$ cat src/rtl/cdb_arbiter_pkg.sv
// Shared widths, constants and producer index assignments for the common data bus.
// Imported by the CDB arbiter and any unit that produces or consumes broadcasts.
package cdb_arbiter_pkg;

  localparam int CDB_NUM_REQ = 4;
  localparam int CDB_LABEL_W = 4;
  localparam int CDB_DATA_W  = 32;

  // Tag 0 marks an operand that is already ready; it must never reach the bus.
  localparam logic [CDB_LABEL_W-1:0] NO_LABEL = '0;

  typedef enum logic [2:0] {
    PROD_ALU_RS = 3'd0,
    PROD_LSQ    = 3'd1,
    PROD_SPARE2 = 3'd2,
    PROD_SPARE3 = 3'd3
  } prod_e;

  function automatic int unsigned wrap_inc(input int unsigned idx, input int unsigned n);
    return (idx + 1 >= n) ? 0 : idx + 1;
  endfunction

endpackage

$ cat src/rtl/cdb_arbiter_rr_pick.sv
// Combinational round-robin picker: first set request at or after ptr_i, with wrap.
// Reusable for reservation-station issue selection.
module rr_pick #(
  parameter int N     = 4,
  parameter int PTR_W = (N > 1) ? $clog2(N) : 1
) (
  input  logic [N-1:0]     req_i,
  input  logic [PTR_W-1:0] ptr_i,
  output logic [N-1:0]     grant_o,
  output logic [PTR_W-1:0] idx_o,
  output logic             valid_o
);

  localparam int SW = PTR_W + 1;

  logic [N-1:0]  rotated;
  logic [SW-1:0] sum;

  // Rotate so the pointer lands on bit 0; scanning downward leaves the lowest hit.
  always_comb begin
    rotated = N'({req_i, req_i} >> ptr_i);
    valid_o = 1'b0;
    sum     = '0;
    for (int k = N - 1; k >= 0; k--) begin
      if (rotated[k]) begin
        valid_o = 1'b1;
        sum     = {1'b0, ptr_i} + SW'(k);
      end
    end
    if (sum >= SW'(N)) begin
      sum = sum - SW'(N);
    end
    idx_o   = sum[PTR_W-1:0];
    grant_o = valid_o ? (N'(1) << idx_o) : '0;
  end

endmodule

$ cat src/rtl/cdb_arbiter.sv
// Common-data-bus arbiter: one holding slot per producer, round-robin grant,
// registered BCEN/BClabel/BCdata/BCsrc broadcast.
module cdb_arbiter
  import cdb_arbiter_pkg::*;
#(
  parameter int NUM_REQ = CDB_NUM_REQ,
  parameter int DATA_W  = CDB_DATA_W,
  parameter int LABEL_W = CDB_LABEL_W
) (
  input  logic                       clk,
  input  logic                       RST,
  input  logic                       flush,
  input  logic [NUM_REQ-1:0]         req_valid,
  input  logic [NUM_REQ*LABEL_W-1:0] req_label,
  input  logic [NUM_REQ*DATA_W-1:0]  req_data,
  output logic [NUM_REQ-1:0]         req_ready,
  output logic                       BCEN,
  output logic [LABEL_W-1:0]         BClabel,
  output logic [DATA_W-1:0]          BCdata,
  output logic [2:0]                 BCsrc,
  output logic                       drop_err
);

  localparam int PTR_W = $clog2(NUM_REQ);

  logic [NUM_REQ-1:0] slot_valid_q, slot_valid_d;
  logic [LABEL_W-1:0] slot_label_q [NUM_REQ];
  logic [LABEL_W-1:0] slot_label_d [NUM_REQ];
  logic [DATA_W-1:0]  slot_data_q  [NUM_REQ];
  logic [DATA_W-1:0]  slot_data_d  [NUM_REQ];
  logic [PTR_W-1:0]   rr_ptr_q, rr_ptr_d;

  logic               bcen_q, bcen_d;
  logic [LABEL_W-1:0] bclabel_q, bclabel_d;
  logic [DATA_W-1:0]  bcdata_q, bcdata_d;
  logic [2:0]         bcsrc_q, bcsrc_d;
  logic               drop_q, drop_d;

  logic [NUM_REQ-1:0] grant;
  logic [NUM_REQ-1:0] accept;
  logic [PTR_W-1:0]   win_idx;
  logic               grant_any;

  rr_pick #(
    .N     (NUM_REQ),
    .PTR_W (PTR_W)
  ) u_pick (
    .req_i   (slot_valid_q),
    .ptr_i   (rr_ptr_q),
    .grant_o (grant),
    .idx_o   (win_idx),
    .valid_o (grant_any)
  );

  // A slot being granted this edge can take a new entry at the same edge.
  assign req_ready = ~slot_valid_q | grant;
  assign accept    = req_valid & req_ready;

  always_comb begin
    slot_valid_d = slot_valid_q;
    slot_label_d = slot_label_q;
    slot_data_d  = slot_data_q;
    rr_ptr_d     = rr_ptr_q;
    bcen_d       = 1'b0;
    bclabel_d    = bclabel_q;
    bcdata_d     = bcdata_q;
    bcsrc_d      = bcsrc_q;
    drop_d       = 1'b0;

    if (flush) begin
      slot_valid_d = '0;
    end else begin
      if (grant_any) begin
        bcen_d    = 1'b1;
        bclabel_d = slot_label_q[win_idx];
        bcdata_d  = slot_data_q[win_idx];
        bcsrc_d   = 3'(win_idx);
        rr_ptr_d  = PTR_W'(wrap_inc(32'(win_idx), NUM_REQ));
      end
      // Clearing the winner before loading lets a same-edge accept refill its slot.
      for (int i = 0; i < NUM_REQ; i++) begin
        if (grant[i]) begin
          slot_valid_d[i] = 1'b0;
        end
        if (accept[i]) begin
          if (req_label[i*LABEL_W +: LABEL_W] == LABEL_W'(NO_LABEL)) begin
            drop_d = 1'b1;
          end else begin
            slot_valid_d[i] = 1'b1;
            slot_label_d[i] = req_label[i*LABEL_W +: LABEL_W];
            slot_data_d[i]  = req_data[i*DATA_W +: DATA_W];
          end
        end
      end
    end
  end

  always_ff @(posedge clk) begin
    if (RST) begin
      slot_valid_q <= '0;
      slot_label_q <= '{default: '0};
      slot_data_q  <= '{default: '0};
      rr_ptr_q     <= '0;
      bcen_q       <= 1'b0;
      bclabel_q    <= '0;
      bcdata_q     <= '0;
      bcsrc_q      <= '0;
      drop_q       <= 1'b0;
    end else begin
      slot_valid_q <= slot_valid_d;
      slot_label_q <= slot_label_d;
      slot_data_q  <= slot_data_d;
      rr_ptr_q     <= rr_ptr_d;
      bcen_q       <= bcen_d;
      bclabel_q    <= bclabel_d;
      bcdata_q     <= bcdata_d;
      bcsrc_q      <= bcsrc_d;
      drop_q       <= drop_d;
    end
  end

  assign BCEN     = bcen_q;
  assign BClabel  = bclabel_q;
  assign BCdata   = bcdata_q;
  assign BCsrc    = bcsrc_q;
  assign drop_err = drop_q;

endmodule

$ cat config.mk
export PLATFORM = sky130hd
export DESIGN_NAME = cdb_arbiter
export DESIGN_NICKNAME = d
export VERILOG_FILES = /design/src/rtl/cdb_arbiter_pkg.sv /design/src/rtl/cdb_arbiter_rr_pick.sv /design/src/rtl/cdb_arbiter.sv
export SDC_FILE = /design/constraint.sdc
export NUM_CORES = 1
export LEC_CHECK = 0
export CORE_UTILIZATION = 49
export CTS_CLUSTER_DIAMETER = 200
export DETAILED_ROUTE_END_ITERATION = 12
export PLACE_DENSITY = 0.86
export SKIP_LAST_GASP = 1
export SYNTH_ARGS = -nofsm -noshare
export SYNTH_HDL_FRONTEND = slang
export SYNTH_SLANG_ARGS = --single-unit
$ cat constraint.sdc
create_clock -name clk -period 3.7 [get_ports clk]
set_clock_uncertainty 0.05 [all_clocks]
set_input_delay 0.555 -clock clk [delete_from_list [all_inputs] [get_ports clk]]
set_output_delay 0.555 -clock clk [all_outputs]
set_load 0.1 [all_outputs]
==> impl_metrics.tcl, run 1 <==
set metrics [dict create \
    status "finished clean" \
    path_class "flip-flop to flip-flop" \
    finalSetupTns_ns 0 \
    synth_seq_area_share_pct 48.3 \
    finalSetupViolations 0 \
    grt_pass1_vias 7486 \
    core-area_sq_um 15400 \
    die_y_microns 129 \
    async_flop_share_pct 0 \
    die_w_microns 129 \
    maxCapViolations 0 \
    routed_wirelength_mm 23.2 \
    start_util_pct 51.0 \
    hpwl_mm 15.2 \
    hold_path.class "flip-flop to flip-flop" \
    placedCellCount 1336 \
    clock_sinks 190 \
    multi_input_area_sq_um 3730 \
    grt_busiest_layer "met2" \
    rows 45 \
    antenna_found_initial 1 \
    nFillCells 1247 \
    synth_top_area_cell "dfxtp_1" \
    ir_drop_uv 364 \
    synth_top_area_share_pct 48.3 \
    finalCritPeriodShare_pct 86.1 \
    gp_congestion 0.953 \
    insertion_delay_ns 0.43 \
    synth_area_leaders "dfxtp_1 48%, nand2_1 16%, a21oi_1 9.9%" \
    use_met1_pct 35.6 \
    area.sequential_sq_um 3800 \
    grt_use_met2_pct 48.9 \
    cts_tree "done" \
    path_common_cell "nand2_1" \
    portBuffers 194 \
    postCtsSetupBuffers 0 \
    leakage_nw 3.94 \
    rrSetupSlack_ns 0.51 \
    hold_buffers 0 \
    ys_types 37 \
    fmax_ghz 0.314 \
    cp.required_ns 4.00 \
    hold_viol_final 0 \
    cts_buffer_depth 2 \
    vias 7608 \
    syn-cell-area_sq_um 7880 \
    dr.pass1.iters 5 \
    setup.worst_path.end_class "flip-flop" \
    cts_buffers 17 \
    drtIter0Drc 595 \
    critPathMaxStageDelay_ns 0.62 \
    postRouteAntennaNets 0 \
    cts_htree_levels 4 \
    fin_nets 1299 \
    drc_errors 0 \
    cp_num_buf_inv 2 \
    cp_slowest_cell "nor3_4" \
    drive_gt1_share_pct 6.14 \
    worstPathMaxFanout 20 \
    syn_avg_cell_area_sq_um 7.98 \
    worstPathCellList "nor2b_4 -> or4_4 -> and2_4 -> inv_2 -> ha_1 -> or2b_1 -> nand2_1 -> nor3_4 -> buf_4 -> nand2_1 -> a21oi_1" \
    post-route-min-period_ns 3.19 \
    critical_path.top_delay_family "simple AND/OR/NAND/NOR gates" \
    postSynthCellCount 987 \
    worstSetupStartpointType "flip-flop" \
    synth_edf_count 0 \
    yosys_warnings 0 \
    routed_via_density 5.56 \
    cts_resized 0 \
    synth-main-ff-cell "dfxtp_1" \
    crit_arrival_ns 3.48 \
    post_drt_wl_per_cell_microns 16.9 \
    layout-area-overhead-vs-synth_pct 34.1 \
    grtUsageTotal_pct 28.7 \
    grt_pass1_wl_mm 37.1 \
    clock_tree.root_cell "clkbuf_16" \
    cellPowerDensity_nw_per_um2 452 \
    ios 196 \
    tightest_slew_ns 1.25 \
    grt_overflow 0 \
    synth-seq-cells 190 \
    grt_start_max_net_pins 118 \
    fin_cells 1369 \
    relSlewSlack_pct 16.4 \
    synth_nets 1142 \
    die-area_sq_um 16600 \
    slew_violations 0 \
    rsz0062_at_grt "false" \
    clkSlewWorstSetupHoldPaths_ns 0.07 \
    gr-usage-met3_pct 4.82 \
]
==> kinds of logic after synthesis <==
logic type | after synthesis | share of synthesized area (%)
AOI/OAI and AO/OA | 270 | 19.8
DFF | 190 | 48.3
other | 1 | 0.0476
buffers and inverters | 80 | 4.89
muxes | 36 | 4.58
and+or+nand+nor | 406 | 21.8
adders and majority gates | 4 | 0.636
==> routing by layer <==
layer,up-vias,part of all wire [%]
li1,3641,-
met1,3563,42
met2,345,48
met3,59,6.7
met4,0,3.3
met5,-,0
==> worst paths after layout <==
kind                                      start         endpoint  cells after the start
worst max-delay path            slot_valid_q[0]  slot_data_q[86]                     11
worst min-delay path             slot_data_q[9]   slot_data_q[9]                      2
worst max register to register  slot_valid_q[0]  slot_data_q[86]                     11
worst min register to register   slot_data_q[9]   slot_data_q[9]                      2
==> placed cells by master, fill, tap and decap left out, types with 2 or more instances in the layout <==
cell	synthesis	layout
dfxtp_1	190	190
or3_1	5	5
o211ai_1	36	36
a21boi_0	36	36
inv_6	0	4
nor4_1	4	4
clkinv_2	0	2
buf_12	4	4
clkbuf_16	0	17
nor3_4	0	3
nand2_1	335	335
clkinvlp_4	0	4
mux2i_1	36	36
ha_1	4	4
o21ai_1	14	14
nand3_1	4	4
or2b_1	2	2
and3_1	36	36
buf_4	1	21
nand2b_1	7	6
clkdlybuf4s50_1	0	189
o21ai_0	24	24
a21oi_1	155	155
bufinv_16	0	3
inv_1	3	3
nor2_1	4	3
==> registers in the layout, indices dropped and copies added, names as in the netlist <==
name / cells
BCEN: 1
BCdata: 32
BClabel: 4
BCsrc: 2
drop_err: 1
rr_ptr_q: 2
slot_data_q: 128
slot_label_q: 16
slot_valid_q: 4
==> power breakdown <==
group / switching [W] / leakage [nW] / total (W) / internal, W
clock network: 0.000819 / 0.289 / 0.00189 / 0.00107
registers: 0.0000485 / 1.55 / 0.00218 / 0.00213
logic: 0.000406 / 2.11 / 0.000697 / 0.000291
==> cells in the mapped netlist (4+ instances only) <==
master      n
and3_1     36
nand2b_1    7
buf_2       5
ha_1        4
mux2i_1    36
or3_1       5
a21oi_1   155
a21boi_0   36
nand2_1   335
o21ai_1    14
dfxtp_1   190
clkbuf_1   63
nand3_1     4
buf_12      4
nor2_1      4
o211ai_1   36
o21ai_0    24
nor4_1      4
==> stage by stage <==
stage	setup WS (ns)	cell area (sq um)	hold slack [ns]	util, %	power (W)
3_3_place_gp	0.732	9950	0.388	64.5	0.00290
3_5_place_dp	0.600	9950	0.392	64.5	0.00291
6_report	0.514	10600	0.401	68.4	0.00477
5_1_grt	0.308	10600	0.421	68.4	0.00493
2_1_floorplan	0.00815	7880	0.382	-	0.00263
4_1_cts	0.564	10600	0.402	68.4	0.00478
==> final cells by class <==
cell class | count | area share [%]
multi-input cells | 717 | 35.4
clock inverters | 15 | 1.75
repair buffers | 214 | 20.2
diodes | 1 | 0.0237
clock buffers | 17 | 4.03
flip-flops and latches | 190 | 36.0
well taps | 211 | 2.50
inverters | 4 | 0.142
==> tightest hold or removal path: cells and delay by family, from the launching register on <==
| family | cells | cell delay (ns) |
|---|---|---|
| flip-flops | 1 | 0.31 |
| AND/OR/NAND/NOR | 1 | 0.05 |
| AO/OA/AOI/OAI | 1 | 0.05 |
Note: power is estimated with default switching activity, not from simulation.
==> run 2: changes to the inputs <==
--- a/config.mk
+++ b/config.mk
@@ -5,10 +5,11 @@
 export SDC_FILE = /design/constraint.sdc
 export NUM_CORES = 1
 export LEC_CHECK = 0
-export CORE_UTILIZATION = 49
+export CORE_UTILIZATION = 53
 export CTS_CLUSTER_DIAMETER = 200
 export DETAILED_ROUTE_END_ITERATION = 12
-export PLACE_DENSITY = 0.86
+export MAX_ROUTING_LAYER = met4
+export PLACE_DENSITY = 0.91
 export SKIP_LAST_GASP = 1
 export SYNTH_ARGS = -nofsm -noshare
 export SYNTH_HDL_FRONTEND = slang
==> constraint.sdc (replaced) <==
create_clock -name clk -period 3.8 [get_ports clk]
set_clock_uncertainty 0.05 [all_clocks]
set_input_delay 0.57 -clock clk [delete_from_list [all_inputs] [get_ports clk]]
set_output_delay 0.57 -clock clk [all_outputs]
set_load 0.1 [all_outputs]
==> impl_metrics.tcl, run 2 (synthesis results as in run 1) <==
set metrics [dict create \
    grt_start_max_net_pins 84 \
    gp_congestion 0.829 \
    die_y_microns 124 \
    grtUsageTotal_pct 31.9 \
    status "finished clean" \
    antenna_found_initial 1 \
    tightest_slew_ns 1.02 \
    p_switching_w 0.00124 \
    cts_buffers 17 \
    die_w_microns 124 \
    rows 44 \
    top_register "slot_data_q" \
    setup.worst_path.end_class "flip-flop" \
    worstPathCellList "nor2b_4 -> or4_4 -> and2_4 -> buf_4 -> ha_1 -> or2b_1 -> nand2_1 -> or3_1 -> buf_4 -> nand2_1 -> a21oi_1" \
    dr.pass1.iters 5 \
    rsz0062_at_grt "false" \
    met1_length_mm 9.14 \
    comb_power_share_pct 14.8 \
    cellPowerDensity_nw_per_um2 439 \
    routed_wirelength_mm 23.3 \
    crit_arrival_ns 3.71 \
    finalSetupViolations 0 \
    start_util_pct 54.2 \
    cts_buffer_depth 2 \
    cts_resized 0 \
    postRouteAntennaNets 0 \
    cp_slowest_cell "or4_4" \
    route.met2.wl_mm 11.5 \
    finalSetupTns_ns 0 \
    clock_sinks 190 \
    ir_drop_uv 329 \
    clkPwrFrac_pct 39.0 \
    portBuffers 194 \
    clock_tree.root_cell "clkbuf_16" \
    clkSlewWorstSetupHoldPaths_ns 0.07 \
    final_common_cell "nand2_1" \
    routed_via_density 5.76 \
    cp.required_ns 4.10 \
    grt_overflow 0 \
    grt_pass1_vias 7409 \
    fmax_ghz 0.293 \
    met3_length_mm 1.81 \
    vias 7712 \
    drive_gt1_share_pct 5.89 \
    core-area_sq_um 14500 \
    insertion_delay_ns 0.43 \
    cp_num_buf_inv 2 \
    ios 196 \
    relSlewSlack_pct 31.3 \
    p_int_w 0.00336 \
    hold_buffers 0 \
    drtIter0Drc 717 \
    highest_layer "met4" \
    cts_tree "done" \
    worstPathMaxFanout 37 \
    die-area_sq_um 15400 \
    largest_reg_flops 128 \
    leakage_nw 3.93 \
    fin_nets 1297 \
    slew_violations 0 \
    finalCritPeriodShare_pct 89.8 \
    grt_pass1_wl_mm 36.1 \
    hold_ws_ns 0.400 \
    layout_common_cells "335 x nand2_1, 190 x dfxtp_1, 189 x clkdlybuf4s50_1, 155 x a21oi_1" \
    hold_path.class "flip-flop to flip-flop" \
    maxCapViolations 0 \
    path_class "flip-flop to flip-flop" \
    post_drt_wl_per_cell_microns 17.4 \
    sequentialPowerShare_pct 46.2 \
    postCtsSetupBuffers 0 \
    switching_share_pct 27.0 \
    critPathMaxStageDelay_ns 0.51 \
    drc_errors 0 \
    hold_viol_final 0 \
    post-route-min-period_ns 3.41 \
    layout-area-overhead-vs-synth_pct 33.3 \
    critical_path.top_delay_family "simple AND/OR/NAND/NOR gates" \
    worstSetupStartpointType "flip-flop" \
    cts_htree_levels 4 \
    hpwl_mm 15.1 \
]
run 2: changes by cell type in the layout (fill, tap and decap cells not counted), sizes merged:
cell | before | now
clkinv | 3 | 2
inv | 9 | 10
clkinvlp | 4 | 3
bufinv | 3 | 2
clkbuf | 17 | 19
buf | 25 | 23
run 2: path summary, 6_finish.rpt:
kind                         from              end  slack, ns  cells past startpoint
hold / removal    slot_data_q[35]  slot_data_q[35]       0.40                      2
setup / recovery  slot_valid_q[0]  slot_data_q[97]       0.39                     11
hold reg to reg   slot_data_q[35]  slot_data_q[35]       0.40                      2
setup reg to reg  slot_valid_q[0]  slot_data_q[97]       0.39                     11
run 2: area by class of cell:
cell class,count,area [sq um]
Antenna cell,1,2.50
Clock buffer,19,443
Clock inverter,13,151
Fill cell,1044,4040
Inverter,4,15.0
Multi-Input combinational cell,717,3730
Sequential cell,190,3800
Tap cell,184,230
Timing Repair Buffer,212,2110
run 2: power groups by stage:
| stage | registers, W | logic, W | clock network (W) |
|---|---|---|---|
| final | 0.00213 | 0.000680 | 0.00180 |
| after global routing | 0.00213 | 0.000726 | 0.00190 |
| after CTS | 0.00212 | 0.000675 | 0.00181 |
| after detailed placement | 0.00217 | 0.000669 | 0 |
| after global placement | 0.00216 | 0.000657 | 0 |
| after floorplan | 0.00223 | 0.000324 | 0 |
run 2: worst min-delay path, stage by stage (launching register included):
cell and delay [ns]:
dfxtp_1 0.31, nand2_1 0.05, a21oi_1 0.05
run 2: stage by stage:
| step | utilization [%] | instances | setup slack, ns | power, W | area [sq um] |
|---|---|---|---|---|---|
| finish | 72.2 | 1340 | 0.387 | 0.00461 | 10500 |
| global route | 72.2 | 1340 | 0.132 | 0.00476 | 10500 |
| CTS | 72.2 | 1339 | 0.384 | 0.00461 | 10500 |
| detailed placement | 68.1 | 1307 | 0.439 | 0.00284 | 9900 |
| global placement | 68.1 | 1307 | 0.549 | 0.00282 | 9900 |
| floorplan | - | 987 | 0.108 | 0.00256 | 7880 |
run 2: layer usage:
| metal | GRT usage [%] | vias to the layer above |
|---|---|---|
| li1 | - | 3639 |
| met1 | 36.8 | 3592 |
| met2 | 51.5 | 407 |
| met3 | 6.59 | 74 |
| met4 | 18.5 | 0 |
| met5 | - | - |
==> run 3: changes to the inputs <==
--- a/config.mk
+++ b/config.mk
@@ -5,11 +5,11 @@
 export SDC_FILE = /design/constraint.sdc
 export NUM_CORES = 1
 export LEC_CHECK = 0
-export CORE_UTILIZATION = 53
+export CORE_UTILIZATION = 38
 export CTS_CLUSTER_DIAMETER = 200
 export DETAILED_ROUTE_END_ITERATION = 12
 export MAX_ROUTING_LAYER = met4
-export PLACE_DENSITY = 0.91
+export PLACE_DENSITY = 0.7
 export SKIP_LAST_GASP = 1
 export SYNTH_ARGS = -nofsm -noshare
 export SYNTH_HDL_FRONTEND = slang
==> impl_metrics.tcl, run 3 (synthesis results as in run 1) <==
set metrics [dict create \
    status "finished clean" \
    cts_tree "done" \
    die_w_microns 146 \
    fmax_ghz 0.298 \
    cts_htree_levels 4 \
    relSlewSlack_pct 32.7 \
    hold_path_depth 2 \
    antenna_cells 0 \
    rsz0062_at_grt "false" \
    hold_path.class "flip-flop to flip-flop" \
    grt_start_max_net_pins 87 \
    cp.depth 7 \
    grt_pass1_wl_mm 36.6 \
    finalSetupTns_ns 0 \
    cts_buffer_depth 2 \
    placed_area_sq_um 10000 \
    rows 52 \
    drc_errors 0 \
    vias 7288 \
    cts_resized 0 \
    routed_via_density 5.12 \
    drive_gt1_share_pct 5.90 \
    antenna_found_initial 0 \
    routed_wirelength_mm 23.4 \
    crit_arrival_ns 2.74 \
    path_class "flip-flop to output port" \
    hpwl_mm 15.7 \
    ir_drop_uv 282 \
    layout-area-overhead-vs-synth_pct 35.0 \
    cellPowerDensity_nw_per_um2 441 \
    worstPathMaxFanout 37 \
    critPathMaxStageDelay_ns 0.49 \
    hold_buffers 0 \
    hold_viol_final 0 \
    portBuffers 194 \
    post_drt_wl_per_cell_microns 16.4 \
    clock_sinks 190 \
    leakage_nw 3.94 \
    ios 196 \
    cp.required_ns 3.18 \
    clkSlewWorstSetupHoldPaths_ns 0.07 \
    grt_pass1_vias 6736 \
    core-area_sq_um 20300 \
    clock_tree.root_cell "clkbuf_16" \
    maxCapViolations 0 \
    post-route-min-period_ns 3.36 \
    cp_slowest_cell "or4_4" \
    slew_violations 0 \
    cts_buffers 17 \
    reg2regPathDepth 11 \
    fin_area_sq_um 10600 \
    final_common_cell "nand2_1" \
    start_util_pct 38.8 \
    cp_num_buf_inv 2 \
    fin_nets 1296 \
    postRouteAntennaNets 0 \
    drtIter0Drc 450 \
    critical_path.top_delay_family "simple AND/OR/NAND/NOR gates" \
    insertion_delay_ns 0.43 \
    worstSetupStartpointType "flip-flop" \
    die-area_sq_um 21300 \
    nFillCells 1925 \
    postCtsSetupBuffers 0 \
    worstPathCellList "nor2_1 -> or4_4 -> and2_4 -> buf_4 -> ha_1 -> or2b_1 -> buf_12" \
    dr.pass1.iters 4 \
    top_register "slot_data_q" \
    setup.worst_path.end_class "output port" \
    grt_overflow 0 \
    hold_ws_ns 0.400 \
    grtUsageTotal_pct 22.6 \
    gp_congestion 0.839 \
    tightest_slew_ns 1.01 \
    finalCritPeriodShare_pct 88.4 \
    largest_reg_flops 128 \
    final_core_util_pct 52.4 \
    finalSetupViolations 0 \
    die_y_microns 146 \
    layout_common_cells "335 x nand2_1, 190 x dfxtp_1, 189 x clkdlybuf4s50_1, 155 x a21oi_1" \
]
-- run 3: power by group --
| group | switching [W] | internal (W) | total, W |
|---|---|---|---|
| clock | 0.000791 | 0.00110 | 0.00189 |
| combinational | 0.000394 | 0.000283 | 0.000677 |
| sequential | 0.0000473 | 0.00208 | 0.00213 |
-- run 3: final timing paths --
check | endpoint | startpoint | slack (ns)
hold reg to reg | slot_data_q[46] | slot_data_q[46] | 0.40
setup / recovery | req_ready[0] | slot_valid_q[1] | 0.44
hold / removal | slot_data_q[46] | slot_data_q[46] | 0.40
setup reg to reg | slot_label_q[14] | slot_valid_q[1] | 0.45
-- run 3: final cells by class --
| class | instances | area, sq um | area share (%) |
|---|---|---|---|
| clock inverter | 10 | 151 | 1.42 |
| clock buffer | 21 | 470 | 4.42 |
| timing repair buffer | 211 | 2120 | 19.9 |
| sequential | 190 | 3800 | 35.8 |
| tap | 270 | 338 | 3.18 |
| multi-input combinational | 717 | 3740 | 35.1 |
| inverter | 4 | 15.0 | 0.141 |
-- run 3: worst min-delay path: stages, from the launching register on --
cell,delay (ns)
dfxtp_1,0.31
nand2_1,0.05
a21oi_1,0.05
-- run 3: per-stage QoR --
stage	total power, W	instances	setup WS (ns)
final	0.00469	1423	0.441
after global routing	0.00486	1423	0.224
after detailed placement	0.00285	1392	0.492
after CTS	0.00472	1423	0.436
after floorplan	0.00256	987	0.108
after global placement	0.00284	1392	0.600
-- run 3: metal layers --
metal	vias up	track usage (%)	wire length, microns
met3	32	3.42	959
met2	191	36.4	11200
met5	-	-	0
li1	3636	-	-
met4	0	7.95	486
met1	3429	28.7	10700
